**config.mk**
```make
export PLATFORM = sky130hd
export DESIGN_NAME = fetch_prefetch_queue
export DESIGN_NICKNAME = d
export VERILOG_FILES = /design/src/rtl/fetch_prefetch_queue.sv
export SDC_FILE = /design/constraint.sdc
export NUM_CORES = 1
export LEC_CHECK = 0
export CAP_MARGIN = 10
export CORE_ASPECT_RATIO = 1.25
export CORE_MARGIN = 1.5
export CORE_UTILIZATION = 30
export CTS_BUF_LIST = sky130_fd_sc_hd__clkbuf_4 sky130_fd_sc_hd__clkbuf_8
export DETAILED_ROUTE_END_ITERATION = 10
export PLACE_DENSITY = 0.54
export SLEW_MARGIN = 10
export SYNTH_ARGS = -nofsm -noshare
export SYNTH_HDL_FRONTEND = slang
export SYNTH_SLANG_ARGS = --single-unit
```
**constraint.sdc**
```tcl
create_clock -name clock -period 3.8 [get_ports clock]
set_clock_uncertainty 0.15 [all_clocks]
set_input_delay 0.38 -clock clock [delete_from_list [all_inputs] [get_ports clock]]
set_output_delay 0.38 -clock clock [all_outputs]
set_load 0.005 [all_outputs]
```
**src/rtl/fetch_prefetch_queue.sv**
```systemverilog
// fetch_prefetch_queue: RV32 IF stage with a sequential prefetcher, a DEPTH-entry PC/instruction queue and branch redirect.
// Optional FETCH_BYPASS_EN: a response arriving at an empty queue goes straight to IF/ID in the same cycle.
module fetch_prefetch_queue #(
    parameter int XLEN = 32,
    parameter int ILEN = 32,
    parameter int DEPTH = 4,
    parameter int MAX_OUTSTANDING = 2,
    parameter logic [XLEN-1:0] RESET_PC = '0,
    parameter logic [ILEN-1:0] NOP_INSTR = 32'h00000013
) (
    input  logic            clock,
    input  logic            reset,
    input  logic            load_pc,
    input  logic            mux_sel,
    input  logic [XLEN-1:0] pc_branch_value,
    output logic            imem_req_valid,
    input  logic            imem_req_ready,
    output logic [XLEN-1:0] imem_addr,
    input  logic            imem_rsp_valid,
    input  logic [ILEN-1:0] imem_rsp_data,
    output logic            if_id_valid,
    input  logic            if_id_ready,
    output logic [XLEN-1:0] pc_out,
    output logic [ILEN-1:0] instrucao
);
    localparam int AW = DEPTH > 1 ? $clog2(DEPTH) : 1;
    localparam int CW = $clog2(DEPTH + 1);
    localparam int SW = CW + 1;
    // stale responses from several back-to-back redirects can stack up beyond DEPTH
    localparam int DW = CW + 4;

    logic [XLEN-1:0] fetch_pc, rsp_pc, pc_hold, target;
    logic [XLEN-1:0] pc_mem [DEPTH];
    logic [ILEN-1:0] ins_mem [DEPTH];
    logic [AW-1:0]   head, tail;
    logic [CW-1:0]   occ, outstanding;
    logic [DW-1:0]   discard;
    logic            take, rsp_live, bypass, push, pop, has_head;

    function automatic logic [AW-1:0] nxt(input logic [AW-1:0] p);
        return p == AW'(DEPTH - 1) ? '0 : p + AW'(1);
    endfunction

    assign target = pc_branch_value & ~XLEN'(3);
    assign has_head = occ != '0;
    assign imem_req_valid = reset & load_pc & ~mux_sel
                          & (SW'(occ) + SW'(outstanding) < SW'(DEPTH))
                          & (outstanding < CW'(MAX_OUTSTANDING));
    assign imem_addr = fetch_pc;
    assign take = imem_req_valid & imem_req_ready;
    assign rsp_live = reset & imem_rsp_valid & (discard == '0) & ~mux_sel;
`ifdef FETCH_BYPASS_EN
    assign bypass = rsp_live & ~has_head & if_id_ready;
`else
    assign bypass = 1'b0;
`endif
    assign push = rsp_live & ~bypass;
    assign pop = has_head & if_id_ready;
    assign if_id_valid = has_head | bypass;
    assign pc_out = has_head ? pc_mem[head] : bypass ? rsp_pc : pc_hold;
    assign instrucao = has_head ? ins_mem[head] : bypass ? imem_rsp_data : NOP_INSTR;

    always_ff @(posedge clock) begin
        if (push) begin
            pc_mem[tail] <= rsp_pc;
            ins_mem[tail] <= imem_rsp_data;
        end
    end

    always_ff @(posedge clock or negedge reset) begin
        if (!reset) begin
            fetch_pc <= RESET_PC;
            rsp_pc <= RESET_PC;
            pc_hold <= '0;
            head <= '0;
            tail <= '0;
            occ <= '0;
            outstanding <= '0;
            discard <= '0;
        end else begin
            pc_hold <= pc_out;
            if (mux_sel) begin
                fetch_pc <= target;
                rsp_pc <= target;
                head <= '0;
                tail <= '0;
                occ <= '0;
                outstanding <= '0;
                discard <= discard + DW'(outstanding) - DW'(imem_rsp_valid);
            end else begin
                if (take)
                    fetch_pc <= fetch_pc + XLEN'(4);
                if (push | bypass)
                    rsp_pc <= rsp_pc + XLEN'(4);
                if (push)
                    tail <= nxt(tail);
                if (pop)
                    head <= nxt(head);
                occ <= occ + CW'(push) - CW'(pop);
                outstanding <= outstanding + CW'(take) - CW'(rsp_live);
                if (imem_rsp_valid && discard != '0)
                    discard <= discard - DW'(1);
            end
        end
    end
endmodule

```
==> impl_metrics.csv <==
group,metric,value,unit
die,core,50300,µm²
routing,first_pass_iters,5,
clock_network,insertion_delay,0.63,ns
cells_and_area,n_fill_cell,4842,
synthesis,syn_area_per_cell,14.8,µm²
sta,fin_crit,3.43,ns
placed_design,port_buffers,164,
setup_path,reg2reg_from,"discard[4]$_DFFE_PN0P_",
sta,fmax,292,MHz
clock_network,hold_buffers,2,
synthesis,synth.distinct_cells,56,
global_route,met2_usage,22.8,%
die,io_pins,169,
pwr,power,11300,µW
setup_path,r2r_cells,14,
global_route,grt_pass1_wl,56.0,mm
sta,setup_ws,0.373,ns
sta,setup_tns,0,ns
setup_path,cp.required,3.27,ns
sta,rsz0062_at_grt,"false",
synthesis,ys_seq_area_share,66.8,%
sta,hold_viol_final,0,
cells_and_area,final_core_util,37.7,%
synthesis,netlist.area_leader.share,48.9,%
placed_design,hpwlAfterDp,23.1,mm
sta,min_period_over_period,90.2,%
die,row_count,92,
cells_and_area,final_nets,1339,
synthesis,synth_edf_count,248,
clock_network,h-tree-depth,2,
placed_design,dpl_worst_slack,0.749,ns
clock_network,postCtsSetupBuffers,0,
hold_path,hold_path.class,"primary input to async pin",
setup_path,critPathMaxFanout,23,
global_route,grtUsageMet1,18.5,%
die,die_area,52200,µm²
setup_path,critPathKind,"register to primary output",
global_route,antenna_found_initial,2,
global_route,overflow,0,
setup_path,arrival,2.90,ns
setup_path,setup.worst_path.end_class,"primary output",
setup_path,r2r-end,"occ[2]$_DFF_PN0_",
clock_network,tritoncts,"built",
clock_network,cts_sinks,357,
run_status,status,"finished clean",
synthesis,synth_seq_cells,357,
pwr,cellLeakagePower,0.00678,µW
synthesis,ys_warn_count,0,
die,die_h,255,µm
die,start_util,30.3,%
global_route,grt_max_degree,61,
global_route,grt_pass1_vias,9788,
sta,hold_slack,0.165,ns
cells_and_area,area_growth_syn_to_layout,24.4,%
routing,drt_wl_total,35.5,mm
global_route,met3_usage,2.46,%
global_route,grt_busiest_layer,"met2",
synthesis,syn_inst,1033,
pwr,peakVddDrop,0.258,mV
synthesis,synth.area.top_cells,"edfxtp_1 49%, dfrtp_1 18%, mux4_2 9.2%, nand2_1 3.6%, ha_1 2.3%",
synthesis,async_flop_share,30.5,%
clock_network,cts_resized,0,
clock_network,cts_buffers,57,
routing,drc_errors,0,
clock_network,cts_buffer_depth,3,
routing,wire_per_inst,18.3,µm
sta,slew_headroom,33.9,%
clock_network,cts-root-buf,"clkbuf_8",
placed_design,place.gp.congestion,0.810,
synthesis,synth-main-ff-cell,"edfxtp_1",
clock_network,clk_pin_slew,0.06,ns
routing,viasPerCell,4.75,
routing,drt_iter0_markers,404,
sta,finalSetupViolations,0,
setup_path,setup.worst_path.start_class,"register",
routing,route.vias.total,9236,
die,die_w,205,µm
setup_path,r2r_slack,0.88,ns
global_route,grtUsageTotal,13.9,%
cells_and_area,drive_gt1_share,16.8,%
synthesis,syn_area,15200,µm²
sta,worstMarginPinSlew,0.988,ns
pwr,powerDensity,596,nW/µm²
setup_path,startpoint,"head[0]$_DFFE_PN0P_",
flow_run,drv_cap,0,
synthesis,yosys.area.top_type,"edfxtp_1",
routing,postRouteAntennaNets,0,
sta,final_max_slew_viol_count,0,
## critical path, cell delays in order, from the launching register on
cell and delay, ns:
dfrtp_4 0.74, buf_12 0.26, mux4_2 0.50, or2_2 0.30, clkdlybuf4s50_1 0.45
## flip-flops by register name, indices dropped and copies added, names as in the netlist
| name | flops |
|---|---|
| ins_mem | 128 |
| occ | 3 |
| discard | 7 |
| imem_addr | 30 |
| rsp_pc | 30 |
| pc_mem | 120 |
| head | 2 |
| outstanding | 3 |
| tail | 2 |
| pc_hold | 32 |
## power by group
| part | internal (µW) | leakage [µW] | total [µW] | switching [µW] |
|---|---|---|---|---|
| sequential | 4480 | 0.00356 | 4780 | 298 |
| clock | 1680 | 0.000595 | 3180 | 1500 |
| combinational | 1770 | 0.00263 | 3340 | 1570 |
| total | 7930 | 0.00678 | 11300 | 3370 |
## Yosys cell counts (all sizes together), types with 10 or more instances
library cell  instances
nand3                27
xnor2                34
edfxtp              248
nor4                 12
and2                 40
nand4                15
mux4                 62
o311ai               12
inv                  35
buf                  21
a31oi                10
nor3                 18
a21oi                14
o21ai                47
clkbuf               32
ha                   28
dfrtp               109
nor2                 27
o211ai               10
xor2                 10
nand2               147
## per-layer routing
layer	wire [µm]	vias to the layer above
met4	833	0
li1	-	4282
met3	1740	60
met1	16100	4649
met5	0	-
met2	16900	245
## final cells by class
type / count / area (µm²) / share of cell area (%)
inverters: 37 / 139 / 0.732
flip-flops and latches: 357 / 10200 / 53.7
diodes: 1 / 2.50 / 0.0132
clock inverters: 24 / 115 / 0.607
repair buffers: 197 / 1990 / 10.5
multi-input cells: 587 / 4720 / 24.9
well taps: 658 / 823 / 4.34
clock buffers: 84 / 993 / 5.24
## worst max path at each step
stage | endpoint | slack [ns] | depth (start not counted)
floorplan | ins_mem[1][0]$_DFFE_PP_ | 0.33 | 5
global placement | occ[2]$_DFF_PN0_ | 0.70 | 13
detailed placement | rsp_pc[29]$_DFFE_PN0N_ | 0.75 | 6
CTS | instrucao[0] | 0.23 | 4
global route | instrucao[0] | 0.17 | 4
finish | instrucao[0] | 0.37 | 4
## cell usage in the layout (no fill, tap or decap), types with 24 or more instances in the layout
cell             count
clkbuf_8            58
clkdlybuf4s50_1    162
clkbuf_4            26
buf_4               24
mux4_2              62
nand3_1             27
ha_1                28
xnor2_1             34
nand2_1            147
edfxtp_1           248
inv_1               34
dfrtp_1            107
and2_1              36
o21ai_1             31
nor2_1              27
## through the flow
stage	cell area, µm²	std cells
after detailed placement	17800	1834
after CTS	19000	1944
after floorplan	15200	1034
after global placement	17800	1834
final	19000	1945
after global routing	19000	1945
## cells by family (layout without fill, tap and decap cells)
logic type	after synthesis	after routing	synth area share, %
flip-flops	357	357	66.8
buffers and inverters	90	342	2.38
other	1	3	0.0246
AND/OR/NAND/NOR	326	326	11.1
AO/OA/AOI/OAI	110	110	4.53
adder cells (fa/ha/maj)	31	31	2.69
multiplexers	74	74	10.0
XOR/XNOR	44	44	2.53
Power figures use the tool's default switching activity.
